==> src/rtl/reqrsp_pkg.sv <==
// Request/response encodings shared by the TCDM interconnect and its endpoints.
// Only the AMO opcode enumeration is needed by the bank adapter.
package reqrsp_pkg;

    typedef enum logic [3:0] {
        AMONone = 4'h0,
        AMOSwap = 4'h1,
        AMOAdd  = 4'h2,
        AMOAnd  = 4'h3,
        AMOOr   = 4'h4,
        AMOXor  = 4'h5,
        AMOMax  = 4'h6,
        AMOMaxu = 4'h7,
        AMOMin  = 4'h8,
        AMOMinu = 4'h9,
        AMOLR   = 4'hA,
        AMOSC   = 4'hB
    } amo_op_e;

endpackage

==> src/rtl/spatz_amo_alu.sv <==
// Combinational RISC-V AMO datapath: new memory value from the old value and the operand.
// Shared between the TCDM bank adapter and the core-side AMO path.
module spatz_amo_alu
    import reqrsp_pkg::*;
#(
    parameter int unsigned DataWidth = 32
) (
    input  amo_op_e              op_i,
    input  logic [DataWidth-1:0] old_i,
    input  logic [DataWidth-1:0] operand_i,
    output logic [DataWidth-1:0] result_c
);

    logic lt_signed_c;
    logic lt_unsigned_c;

    assign lt_signed_c   = $signed(old_i) < $signed(operand_i);
    assign lt_unsigned_c = old_i < operand_i;

    always_comb begin
        result_c = operand_i;
        case (op_i)
            AMOSwap: result_c = operand_i;
            AMOAdd:  result_c = old_i + operand_i;
            AMOAnd:  result_c = old_i & operand_i;
            AMOOr:   result_c = old_i | operand_i;
            AMOXor:  result_c = old_i ^ operand_i;
            AMOMax:  result_c = lt_signed_c   ? operand_i : old_i;
            AMOMaxu: result_c = lt_unsigned_c ? operand_i : old_i;
            AMOMin:  result_c = lt_signed_c   ? old_i : operand_i;
            AMOMinu: result_c = lt_unsigned_c ? old_i : operand_i;
            default: result_c = operand_i;
        endcase
    end

endmodule

==> src/rtl/spatz_tcdm_bank_adapter.sv <==
// Adapter between one TCDM interconnect output and a single-port SRAM bank.
// Returns read data one cycle after acceptance and executes AMOs/LR/SC as local RMW.
module spatz_tcdm_bank_adapter
    import reqrsp_pkg::*;
#(
    parameter  int unsigned AddrWidth = 10,
    parameter  int unsigned DataWidth = 32,
    parameter  int unsigned UserWidth = 1,
    localparam int unsigned StrbWidth = DataWidth / 8
) (
    input  logic                 clk_i,
    input  logic                 rst_i,

    input  logic                 q_valid_i,
    output logic                 q_ready_o,
    input  logic [AddrWidth-1:0] q_addr_i,
    input  logic                 q_write_i,
    input  amo_op_e              q_amo_i,
    input  logic [DataWidth-1:0] q_data_i,
    input  logic [StrbWidth-1:0] q_strb_i,
    input  logic [UserWidth-1:0] q_user_i,
    output logic [DataWidth-1:0] p_data_o,

    output logic                 sram_req_o,
    output logic                 sram_we_o,
    output logic [AddrWidth-1:0] sram_addr_o,
    output logic [DataWidth-1:0] sram_wdata_o,
    output logic [StrbWidth-1:0] sram_be_o,
    input  logic [DataWidth-1:0] sram_rdata_i
);

    typedef enum logic {
        IDLE   = 1'b0,
        AMO_WB = 1'b1
    } state_e;

    function automatic logic is_rmw(input amo_op_e op);
        return op inside {AMOSwap, AMOAdd, AMOAnd, AMOOr, AMOXor,
                          AMOMax, AMOMaxu, AMOMin, AMOMinu};
    endfunction

    state_e               state_q,      state_d;
    amo_op_e              op_q,         op_d;
    logic [DataWidth-1:0] operand_q,    operand_d;
    logic [AddrWidth-1:0] addr_q,       addr_d;
    logic                 resv_valid_q, resv_valid_d;
    logic [AddrWidth-1:0] resv_addr_q,  resv_addr_d;
    logic [UserWidth-1:0] resv_user_q,  resv_user_d;
    logic                 sc_fail_q,    sc_fail_d;
    logic                 resp_sc_q,    resp_sc_d;

    logic                 ready_c;
    logic                 req_c;
    logic                 we_c;
    logic [AddrWidth-1:0] addr_c;
    logic [DataWidth-1:0] wdata_c;
    logic [StrbWidth-1:0] be_c;
    logic [DataWidth-1:0] amo_result_c;
    logic                 resv_hit_q_c;
    logic                 resv_hit_wb_c;
    logic                 sc_ok_c;

    assign resv_hit_q_c  = resv_valid_q && (resv_addr_q == q_addr_i);
    assign resv_hit_wb_c = resv_valid_q && (resv_addr_q == addr_q);
    assign sc_ok_c       = resv_hit_q_c && (resv_user_q == q_user_i);

    spatz_amo_alu #(
        .DataWidth (DataWidth)
    ) i_amo_alu (
        .op_i      (op_q),
        .old_i     (sram_rdata_i),
        .operand_i (operand_q),
        .result_c  (amo_result_c)
    );

    // Next-state, SRAM drive and reservation tracking
    always_comb begin
        state_d      = state_q;
        op_d         = op_q;
        operand_d    = operand_q;
        addr_d       = addr_q;
        resv_valid_d = resv_valid_q;
        resv_addr_d  = resv_addr_q;
        resv_user_d  = resv_user_q;
        sc_fail_d    = sc_fail_q;
        resp_sc_d    = 1'b0;

        ready_c      = 1'b0;
        req_c        = 1'b0;
        we_c         = 1'b0;
        addr_c       = q_addr_i;
        wdata_c      = q_data_i;
        be_c         = q_strb_i;

        unique case (state_q)
            IDLE: begin
                ready_c = 1'b1;
                if (q_valid_i) begin
                    case (q_amo_i)
                        AMOLR: begin
                            req_c        = 1'b1;
                            resv_valid_d = 1'b1;
                            resv_addr_d  = q_addr_i;
                            resv_user_d  = q_user_i;
                        end
                        AMOSC: begin
                            resp_sc_d    = 1'b1;
                            resv_valid_d = 1'b0;
                            sc_fail_d    = !sc_ok_c;
                            if (sc_ok_c) begin
                                req_c = 1'b1;
                                we_c  = 1'b1;
                                be_c  = '1;
                            end
                        end
                        default: begin
                            req_c = 1'b1;
                            if (is_rmw(q_amo_i)) begin
                                be_c      = '1;
                                op_d      = q_amo_i;
                                operand_d = q_data_i;
                                addr_d    = q_addr_i;
                                state_d   = AMO_WB;
                            end else begin
                                we_c = q_write_i;
                                if (q_write_i && resv_hit_q_c) begin
                                    resv_valid_d = 1'b0;
                                end
                            end
                        end
                    endcase
                end
            end
            AMO_WB: begin
                req_c   = 1'b1;
                we_c    = 1'b1;
                addr_c  = addr_q;
                wdata_c = amo_result_c;
                be_c    = '1;
                if (resv_hit_wb_c) begin
                    resv_valid_d = 1'b0;
                end
                state_d = IDLE;
            end
            default: state_d = IDLE;
        endcase
    end

    always_ff @(posedge clk_i or posedge rst_i) begin
        if (rst_i) begin
            state_q      <= IDLE;
            op_q         <= AMONone;
            operand_q    <= '0;
            addr_q       <= '0;
            resv_valid_q <= 1'b0;
            resv_addr_q  <= '0;
            resv_user_q  <= '0;
            sc_fail_q    <= 1'b0;
            resp_sc_q    <= 1'b0;
        end else begin
            state_q      <= state_d;
            op_q         <= op_d;
            operand_q    <= operand_d;
            addr_q       <= addr_d;
            resv_valid_q <= resv_valid_d;
            resv_addr_q  <= resv_addr_d;
            resv_user_q  <= resv_user_d;
            sc_fail_q    <= sc_fail_d;
            resp_sc_q    <= resp_sc_d;
        end
    end

    // Reset masks the port and the SRAM enables immediately, aborting any writeback
    assign q_ready_o    = ready_c && !rst_i;
    assign sram_req_o   = req_c && !rst_i;
    assign sram_we_o    = we_c && !rst_i;
    assign sram_addr_o  = addr_c;
    assign sram_wdata_o = wdata_c;
    assign sram_be_o    = be_c;
    assign p_data_o     = rst_i     ? '0 :
                          resp_sc_q ? DataWidth'(sc_fail_q) : sram_rdata_i;

endmodule

==> config.mk <==
export PLATFORM = sky130hd
export DESIGN_NAME = spatz_tcdm_bank_adapter
export DESIGN_NICKNAME = d
export VERILOG_FILES = /design/src/rtl/reqrsp_pkg.sv /design/src/rtl/spatz_amo_alu.sv /design/src/rtl/spatz_tcdm_bank_adapter.sv
export SDC_FILE = /design/constraint.sdc
export NUM_CORES = 1
export LEC_CHECK = 0
export CAP_MARGIN = 25
export CORE_MARGIN = 4
export CORE_UTILIZATION = 48
export CTS_BUF_LIST = sky130_fd_sc_hd__clkbuf_16
export DETAILED_ROUTE_END_ITERATION = 8
export PLACE_DENSITY_LB_ADDON = 0.25
export SLEW_MARGIN = 20
export SYNTH_ARGS = -nofsm -noshare
export SYNTH_HDL_FRONTEND = slang
export SYNTH_SLANG_ARGS = --single-unit
==> constraint.sdc <==
create_clock -name clk_i -period 5.3 [get_ports clk_i]
set_input_delay 1.325 -clock clk_i [delete_from_list [all_inputs] [get_ports clk_i]]
set_output_delay 1.325 -clock clk_i [all_outputs]
set_load 0.05 [all_outputs]
==> run metrics, run 1 <==
WP data required=3.97 ns; Startpoint Class=primary input; H-tree level count=3; number of hold violations in the final report=0; Async S/R FF share, synth=1.00; setup violators final=32; min-delay worst type=flop to flop; clock share of power=0.144; Worst-Skew Late Latency=0.36 ns; Worst Setup End Kind=output pin; Yosys top cell by area=dfrtp_1; Final TNS setup=-17.08 ns; die area=18400 um^2; Root Buffer=clkbuf_16; final slew viol count=0; total CTS buffers=9; r2r endpoint=operand_q[9]$_DFFE_PP0P_; failing checks=negative setup slack; Synth Register Bits=61; CTS max path bufs=2; RSZ-0062 raised after global routing=yes; Yosys warnings=0; hold_buf cts=0; launch point of the worst reg-to-reg path=state_q$_DFF_PP0_; layout cells sized above 1=0.426; # IOs=between 150 and 200; Initial Util=0.490; PnR worst setup slack=-0.659 ns; Seq pwr share=0.163; clock sink total=61; total routed wirelength=37400 um; CP Max Fanout=5; Crit-path slowest cell=nand4_1; sequential-to-total area share from yosys stat=0.195; WP depth=18; routed vias=10679; min Tclk post-route=5.96 ns; post-route ant nets=0; Worst Max-Slew Pin Slew=between 0.8 and 0.9 ns; GRT Util Overall=0.359; critical path's largest stage delay=approximately 0.37 ns; Layout fillers=about 880; CP cell instances=buf_2 > inv_2 > ha_4 > nor4_4 > nand4_1 > a31oi_4 > o41ai_4 > buf_4 > a31oi_4 > buf_4 > o21ai_4 > buf_12 > buf_12 > buf_4 > a21oi_4 > nor3_2 > a221oi_4 > buf_6; die width=between 100 and 150 um; EDFF count, synth=0; Multi-input gate area=7310 um^2; status=finished with violations; largest net degree at the start of global routing=58; Critical path origin=sram_rdata_i[16]; synthesized area per cell=approximately 7.3 um^2; Post-Syn Instances=around 1100; GPL Wtd Cong=between 0.9 and 1; Cell Rows=46; clk_skew=approximately 0.020 ns; Max-Cap Viols=0; R2R Setup Slk=2.50 ns; residual overflow from global routing=0; number of port buffers=167; mapped cell area=7820 um^2; power per cell area=306 nW/um^2; xor and xnor area share after synthesis=0.0336; core area=15900 um^2; internal power=2100 uW; post-DR vias/cell=approximately 6.5; Psw=around 2000 uW; Final Cycle Share=1.12; mux cell area share after synthesis=0.0459; vias in the first global route=10276; Worst EP arrival=4.63 ns; drt pass-1 iters=6; Synth cell types=63; dominant cells by area after synthesis=dfrtp_1 20%, ha_1 15%, nand2_1 6.1%; clock-pin slew on the worst setup and hold paths=~0.06 ns; adder-cell area share of the yosys netlist=0.156; CTS tree=built; crit-path leading delay family=compound AO/OA/AOI/OAI gates; simple-gate portion of the synthesized area=0.201; DR iter-0 viols=1276; leakage power=0.00585 uW; Comb power frac=0.693; FF+latch area=1530 um^2; die height=136 um; Final #Nets=1609; CP Class=primary input to output pin; Post-route DRC=0; Layout area overhead=73.0%; switching share of power=0.492; CP dominant cell by count=buf_4; Post-Syn Nets=around 1300; initial antenna violation count=0; first-pass GRT wire length=52700 um; Inserted Diodes=0; Synth Area in Compound Gates=0.288; crit path to=sram_wdata_o[20]; Fmax achieved=about 170 MHz; hpwl dp=22600 um; post-synth top area share=0.195; worst vdd ir=0.231 mV; Min Hold Slack=0.517 ns; ys flop type=dfrtp_1; largest family of logic cells by synthesized area=compound AO/OA/AOI/OAI gates; Register-to-Register Path Depth=6; Rel. slew slack=0.408; Buf/Inv on CP=8; WL per Instance=22.7 um
repair_timing:
item	in CTS	in global routing
endpoints found under the setup margin	32	32
setup buffers	26	28
pin swaps	54	75
resized for setup	290	89
gates cloned	0	1
worst min path at each step:
stage                     startpoint  cells after the start                     to  slack [ns]
3_3_place_gp   addr_q[0]$_DFFE_PP0P_                      2  addr_q[0]$_DFFE_PP0P_        0.50
2_1_floorplan  sc_fail_q$_DFFE_PP0P_                      1  sc_fail_q$_DFFE_PP0P_        0.48
5_1_grt        sc_fail_q$_DFFE_PP0P_                      1  sc_fail_q$_DFFE_PP0P_        0.53
4_1_cts        sc_fail_q$_DFFE_PP0P_                      1  sc_fail_q$_DFFE_PP0P_        0.52
3_5_place_dp   sc_fail_q$_DFFE_PP0P_                      1  sc_fail_q$_DFFE_PP0P_        0.51
6_report       sc_fail_q$_DFFE_PP0P_                      1  sc_fail_q$_DFFE_PP0P_        0.52
routing by layer:
| metal | global-route usage | vias to the layer above | share of wire |
|---|---|---|---|
| li1 | - | 4555 | - |
| met1 | 0.438 | 5060 | 0.37 |
| met2 | 0.605 | 811 | 0.47 |
| met3 | 0.0791 | 253 | 0.10 |
| met4 | 0.161 | 0 | 0.065 |
| met5 | 0 | - | 0 |
cells in the mapped netlist (3+ instances only):
cell and instances:
nand2_1 127, ha_1 96, o21ai_0 92, inv_1 87, a21oi_1 77, nor2_1 73, dfrtp_1 61, clkbuf_1 57
nor3_1 51, a221oi_1 28, xnor2_1 25, mux2_2 23, o211ai_1 18, o22ai_1 17, a211oi_1 16, nand3_1 16
a21o_1 15, nand2b_1 13, o31ai_1 13, a22oi_1 11, buf_2 11, mux2i_1 10, nor4_1 10, o21bai_1 10
or3_1 8, nand4_1 7, a31oi_1 6, and2_1 6, and3_1 6, or4_1 6, a2111oi_0 5, a21oi_2 5
nor2b_1 5, o21a_1 5, o21ai_1 5, xor2_1 5, or2_2 4, o2111ai_1 3, o311ai_0 3
sequential cells by signal, indices dropped and copies added (netlist names):
signal        count
operand_q        32
op_q              4
resv_addr_q      10
resv_valid_q      1
resv_user_q       1
addr_q           10
resp_sc_q         1
state_q           1
sc_fail_q         1
worst reg2reg max path: stages, from the launching register on:
cell and delay, ns:
dfrtp_2 0.62, nor2b_1 0.34, nand3_1 0.56, inv_2 0.59, buf_12 0.33, nand2_1 0.12
o21ai_0 0.13
final cells by class:
cell class	count	share of cell area
clock buffers	9	0.0167
well taps	216	0.0200
repair buffers	415	0.279
flip-flops and latches	61	0.113
clock inverters	7	0.00370
multi-input cells	848	0.540
inverters	90	0.0275
layout by cell type, fill, tap and decap left out, drive strengths merged, types with 9 or more instances in the layout:
cell           count
nor2              73
o21bai            10
ha                96
inv               90
mux2i             10
o31ai             13
nor3              51
o211ai            18
a21o              15
clkbuf            18
or3                9
a21oi             82
clkdlybuf4s50     64
o21ai             97
nand3             16
dfrtp             61
a211oi            16
buf              338
nor4              10
a22oi             11
nand2            127
xnor2             25
mux2              23
o22ai             17
nand2b            13
a221oi            30
through the flow:
step / setup slack (ns) / area (um^2) / power [uW] / instances / util
2_1_floorplan: -0.0583 / 8420 / 2060 / 1069 / -
3_3_place_gp: -1.05 / 11500 / 2850 / 1577 / 0.722
3_5_place_dp: -0.982 / 11500 / 2900 / 1577 / 0.722
4_1_cts: -0.400 / 12800 / 3770 / 1618 / 0.806
5_1_grt: -0.722 / 13500 / 4280 / 1646 / 0.848
6_report: -0.659 / 13500 / 4130 / 1646 / 0.848
kinds of logic after synthesis:
| logic type | after synthesis |
|---|---|
| XOR/XNOR | 30 |
| multiplexers | 33 |
| AO/OA/AOI/OAI | 348 |
| flip-flops | 61 |
| adder cells (fa/ha/maj) | 97 |
| AND/OR/NAND/NOR | 340 |
| buffers and inverters | 160 |
power by group through the flow:
| stage | clock (uW) | sequential (uW) | combinational, uW |
|---|---|---|---|
| 5_1_grt | 606 | 685 | 2990 |
| 3_3_place_gp | 0 | 654 | 2200 |
| 3_5_place_dp | 0 | 660 | 2240 |
| 4_1_cts | 583 | 659 | 2530 |
| 6_report | 595 | 675 | 2860 |
| 2_1_floorplan | 0 | 625 | 1440 |
(Power assumes the default switching activity.)
==> run 2, diff against run 1 <==
Settings changed: CORE_UTILIZATION 48 to 35.
==> run 2 against run 1 <==
  * The flow still finishes with violations (negative setup slack)
  * Clock-buffer cell count unchanged
  * Die area increased by 35%
  * Flip-flop and latch count unchanged
  * Combinational power fell by 7%
  * Largest power group unchanged
==> run metrics, run 2 (same netlist as run 1, synthesis figures left out) <==
most frequent cells in the layout=215 x buf_4, 124 x nand2_1, 84 x o21ai_0; hold_buf cts=0 (unchanged); PnR worst setup slack=-0.381 ns (+0.278 ns); min-delay worst type=flop to flop; GRT Max-Usage Layer=met2; residual overflow from global routing=0 (unchanged); commonest non-fill, non-tap cell in the layout=buf_4; GRT Util Overall=0.251 (-0.108); Setup WS pre-CTS=-1.08 ns (-0.0978 ns); Worst Max-Slew Pin Slew=1.09 ns (+0.208 ns); Worst EP arrival=4.36 ns (-0.27 ns); met3 Resource Use GR=0.0407 (-0.0384); first-pass GRT wire length=49900 um (-5.4%); Fmax achieved=176 MHz (+4.9%); CP cell instances=clkdlybuf4s15_2 > buf_4 > ha_1 > a21oi_4 > nand2_2 > o41ai_4 > a31oi_4 > or3_4 > a21oi_2 > o32ai_2 > a221oi_4 > buf_6; Finished Cell Area=13400 um^2 (-0.56%); die area=24800 um^2 (+35%); power per cell area=292 nW/um^2 (-4.4%); Startpoint Class=primary input; leakage power=0.00575 uW (-1.7%); utilization after layout=0.614 (-0.234); Max-Cap Viols=0 (unchanged); CP Class=primary input to output pin; Final Cycle Share=1.07 (-0.0525); die width=157 um (+16%); max FFs per register=32 (unchanged); RSZ-0062 raised after global routing=yes; post-DR vias/cell=5.64 (-13%); status=finished with violations; Initial Util=0.357 (-0.133); Reg with most FFs=operand_q; failing checks=negative setup slack; R2R Setup Slk=2.03 ns (-0.47 ns); met1 GRT Util=0.338 (-0.101); GPL Wtd Cong=0.944 (-2.2%); drt pass-1 iters=5 (-1); Top Registers=operand_q x32, addr_q x10, resv_addr_q x10; Inserted Diodes=0 (unchanged); DR iter-0 viols=740 (-42%); crit-path leading delay family=compound AO/OA/AOI/OAI gates; CTS max path bufs=2 (unchanged); total routed wirelength=32300 um (-14%); clock-pin slew on the worst setup and hold paths=0.06 ns (about the same); core area=21900 um^2 (+37%); Crit-path slowest cell=or3_4; total chip power=3930 uW (-5.0%); setup violators final=32 (unchanged); final slew viol count=0 (unchanged); layout cells sized above 1=0.406 (-0.0198); initial antenna violation count=1 (+1); CTS tree=built; die height=157 um (+16%); Rel. slew slack=0.269 (-0.139); vias in the first global route=9421 (-8.3%); Root Buffer=clkbuf_16; hpwl dp=23000 um (+1.6%); Cell Rows=54 (+17%); clock sink total=61 (unchanged); WP data required=3.97 ns (about the same); Post-route DRC=0 (unchanged); placed instance area=11800 um^2 (+2.5%); worst vdd ir=0.183 mV (-21%); number of hold violations in the final report=0 (unchanged); total CTS buffers=9 (unchanged); Worst-Skew Late Latency=0.35 ns (about the same); WL per Instance=19.2 um (-16%); largest net degree at the start of global routing=54 (-6.9%); Final #Nets=1585 (-1.5%); Layout area overhead=72.1%; CP Max Fanout=5 (unchanged); routed vias=9503 (-11%); # IOs=168 (unchanged); post-route ant nets=0 (unchanged); GR Layer Usage met2=0.409 (-0.196); critical path's largest stage delay=0.51 ns (+0.14 ns); Buf/Inv on CP=3 (-5); number of port buffers=167 (unchanged); Worst Setup End Kind=output pin; H-tree level count=3 (unchanged); min Tclk post-route=5.68 ns (-0.278 ns); clk_skew=0.00830 ns (-0.0116 ns)
==> run 2: cell count changes in the layout (fill, tap and decap cells not counted), moves of 4 or more <==
cell | previous run | this run
buf_4 | 250 | 215
buf_12 | 22 | 38
buf_6 | 50 | 43
ha_2 | 5 | 0
a221oi_4 | 23 | 19
buf_2 | 11 | 15
ha_1 | 59 | 63
==> run 2: path summary, 6_finish.rpt <==
path | cells past startpoint | to | start
worst min-delay path | 1 | sc_fail_q$_DFFE_PP0P_ | sc_fail_q$_DFFE_PP0P_
worst min register to register | 1 | sc_fail_q$_DFFE_PP0P_ | sc_fail_q$_DFFE_PP0P_
min in group asynchronous | 3 | operand_q[31]$_DFFE_PP0P_ | rst_i
worst max-delay path | 12 | sram_wdata_o[14] | sram_rdata_i[14]
max in group asynchronous | 4 | resv_addr_q[5]$_DFFE_PP0P_ | rst_i
worst max register to register | 7 | operand_q[17]$_DFFE_PP0P_ | state_q$_DFF_PP0_
==> run 2: stage by stage <==
stage / hold slack, ns / cells / setup TNS (ns)
floorplan: 0.480 / 1069 / -0.0903
global placement: 0.491 / 1630 / -32.47
detailed placement: 0.499 / 1630 / -32.20
CTS: 0.513 / 1674 / -10.91
global route: 0.530 / 1686 / -11.06
finish: 0.508 / 1686 / -9.09
==> run 2: what timing repair did <==
item / in CTS / in global routing
setup endpoints to repair: 32 / 32
gates resized for setup: 242 / 91
pin swaps: 59 / 40
gates cloned: 0 / 1
setup buffers: 28 / 13
==> run 2: power by group <==
part	switching, uW	total, uW	internal [uW]
Combinational	1490	2670	1180
Sequential	114	667	554
Clock	273	592	319
==> run 2: layout make-up <==
| class | count | area [um^2] |
|---|---|---|
| Fill cell | 1844 | 8440 |
| Timing Repair Buffer | 391 | 3750 |
| Inverter | 90 | 368 |
| Sequential cell | 61 | 1530 |
| Clock buffer | 9 | 225 |
| Tap cell | 280 | 350 |
| Multi-Input combinational cell | 848 | 7170 |
| Clock inverter | 7 | 51.3 |
==> run 2: routing by layer <==
metal | part of all wire | wire length (um) | vias to the layer above
met1 | 0.43 | 14100 | 4565
li1 | - | - | 4516
met4 | 0.026 | 852 | 2
met5 | 0.00040 | 13 | -
met2 | 0.47 | 15100 | 359
met3 | 0.071 | 2300 | 61
==> run 3, diff against run 2 <==
Settings changed: PLACE_DENSITY_LB_ADDON 0.25 to 0.3.
==> run 3 against run 2 <==
  * The run still ends with negative setup slack left
  * Utilization up 0.43 points
  * Register-to-register slack better by 0.61 ns
  * Worst setup slack worse by 0.089 ns
  * Critical path depth up 2
  * Largest power group unchanged
==> run metrics, run 3 (same netlist as run 1, synthesis figures left out) <==
met1 wire length=13900 um (-0.77%); GPL Wtd Cong=0.965 (+2.2%); RSZ-0062 raised after global routing=yes; worst vdd ir=0.202 mV (+10%); Worst Max-Slew Pin Slew=0.978 ns (-0.111 ns); hpwl dp=23100 um (+0.66%); # IOs=168 (unchanged); DR iter-0 viols=816 (+10%); die area=24800 um^2 (unchanged); total routed wirelength=33200 um (+2.8%); Layout fillers=1774 (-3.8%); Fmax achieved=173 MHz (-1.5%); min Tclk post-route=5.77 ns (+0.0886 ns); Root Buffer=clkbuf_16; Cell Rows=54 (unchanged); routed vias=9676 (+1.8%); die height=157 um (unchanged); Rel. slew slack=0.343 (+0.0735); CP Max Fanout=6 (+1); WP data required=3.97 ns (about the same); CP Class=primary input to output pin; routed wl met3=2640 um (+15%); Reg with most FFs=operand_q; post-route ant nets=0 (unchanged); commonest non-fill, non-tap cell in the layout=buf_4; drt pass-1 iters=7 (+2); Startpoint Class=primary input; core area=21900 um^2 (unchanged); Max-Cap Viols=0 (unchanged); Worst EP arrival=4.44 ns (+0.08 ns); power per cell area=294 nW/um^2 (+0.82%); setup violators final=32 (unchanged); WL per Instance=19.6 um (+2.2%); status=finished with violations; CTS max path bufs=2 (unchanged); CTS tree=built; Worst-Skew Late Latency=0.35 ns (about the same); post-DR vias/cell=5.71 (+1.2%); total CTS buffers=9 (unchanged); largest net degree at the start of global routing=47 (-13%); number of port buffers=167 (unchanged); layout cells sized above 1=0.393 (-0.0128); GRT Util Overall=0.259 (+0.00824); max FFs per register=32 (unchanged); clk_skew=0.0122 ns (+0.00390 ns); Register-to-Register Path Depth=7 (unchanged); hold_buf cts=0 (unchanged); Min Hold Slack=0.517 ns (+0.00837 ns); Post-route DRC=0 (unchanged); hold path cells=1 (unchanged); die width=157 um (unchanged); met2 WL post-DR=15600 um (+3.5%); launch point of the worst reg-to-reg path=state_q$_DFF_PP0_; initial antenna violation count=0 (-1); R2R Setup Slk=2.64 ns (+0.61 ns); number of hold violations in the final report=0 (unchanged); Initial Util=0.357 (unchanged); total chip power=3990 uW (+1.5%); Top Registers=operand_q x32, addr_q x10, resv_addr_q x10; Worst Setup End Kind=output pin; Min-Delay Endpoint=sc_fail_q$_DFFE_PP0P_; PnR worst setup slack=-0.470 ns (-0.0886 ns); Inserted Diodes=0 (unchanged); leakage power=0.00580 uW (+0.88%); final slew viol count=0 (unchanged); vias in the first global route=9658 (+2.5%); Critical path origin=sram_rdata_i[13]; residual overflow from global routing=0 (unchanged); failing checks=negative setup slack; r2r endpoint=resv_valid_q$_DFFE_PP0P_; Final #Nets=1595 (+0.63%); Layout area overhead=73.3%; clock-pin slew on the worst setup and hold paths=0.05 ns (about the same); clock sink total=61 (unchanged); Final Cycle Share=1.09 (+0.0167); min-delay worst type=flop to flop; first-pass GRT wire length=51300 um (+2.9%); hold path start=sc_fail_q$_DFFE_PP0P_; Max Used Layer=met4; H-tree level count=3 (unchanged); most frequent cells in the layout=227 x buf_4, 126 x nand2_1, 85 x o21ai_0
[run 3: changes by cell type in the layout (fill, tap and decap cells not counted), moves of 3 or more]
cell,change
buf_2,-11
dlygate4sd2_1,+7
buf_4,+12
o31ai_2,-4
a21oi_2,-3
buf_6,-4
o31ai_1,+3
clkdlybuf4s15_1,+5
[run 3: worst max path at each step]
stage / end / slack, ns / depth (start not counted)
final: sram_wdata_o[20] / -0.47 / 14
after global placement: sram_wdata_o[29] / -0.90 / 14
after detailed placement: sram_wdata_o[24] / -0.97 / 16
after global routing: sram_wdata_o[20] / -0.54 / 17
after CTS: sram_wdata_o[17] / -0.41 / 15
after floorplan: sram_wdata_o[11] / -0.06 / 12
[run 3: power by group]
| part | internal (uW) | leakage (uW) | switching, uW | total (uW) |
|---|---|---|---|---|
| Combinational | 1190 | 0.00491 | 1510 | 2700 |
| Clock | 362 | 0.000143 | 262 | 624 |
| Sequential | 554 | 0.000748 | 113 | 667 |
[run 3: metrics by stage]
| step | setup slack, ns | instances | setup TNS, ns | area, um^2 | utilization |
|---|---|---|---|---|---|
| 6_report | -0.470 | 1696 | -11.29 | 13500 | 0.619 |
| 5_1_grt | -0.541 | 1696 | -13.66 | 13500 | 0.619 |
| 4_1_cts | -0.408 | 1691 | -9.68 | 13400 | 0.610 |
| 3_5_place_dp | -0.965 | 1640 | -27.11 | 11900 | 0.542 |
| 3_3_place_gp | -0.897 | 1640 | -24.96 | 11900 | 0.542 |
| 2_1_floorplan | -0.0583 | 1069 | -0.0903 | 8420 | - |
[run 3: layout make-up]
class / count / area [um^2] / share of cell area
clock inverter: 7 / 67.6 / 0.00499
clock buffer: 9 / 225 / 0.0166
timing repair buffer: 401 / 3860 / 0.285
multi-input combinational: 848 / 7150 / 0.528
inverter: 90 / 364 / 0.0269
tap: 280 / 350 / 0.0259
sequential: 61 / 1530 / 0.113
[run 3: critical path: stages]
cell and delay, ns:
clkdlybuf4s15_2 0.23, inv_2 0.06, ha_4 0.24, or4_4 0.54, a31oi_4 0.21, o41ai_4 0.10, buf_4 0.17, and4_4 0.19
or3_4 0.44, buf_12 0.18, a21oi_4 0.14, o31ai_2 0.11, a221oi_4 0.30, buf_6 0.19
[run 3: per-layer routing]
metal / vias to the layer above / GRT usage
met5: - / 0
met1: 4617 / 0.331
li1: 4521 / -
met2: 455 / 0.436
met3: 83 / 0.0454
met4: 0 / 0.0983
[run 3: repair_timing]
item,4_1_cts,5_1_grt
resized for setup,243,44
cloned,0,2
buffers inserted,38,5
pin swaps,67,38
setup endpoints to repair,32,32
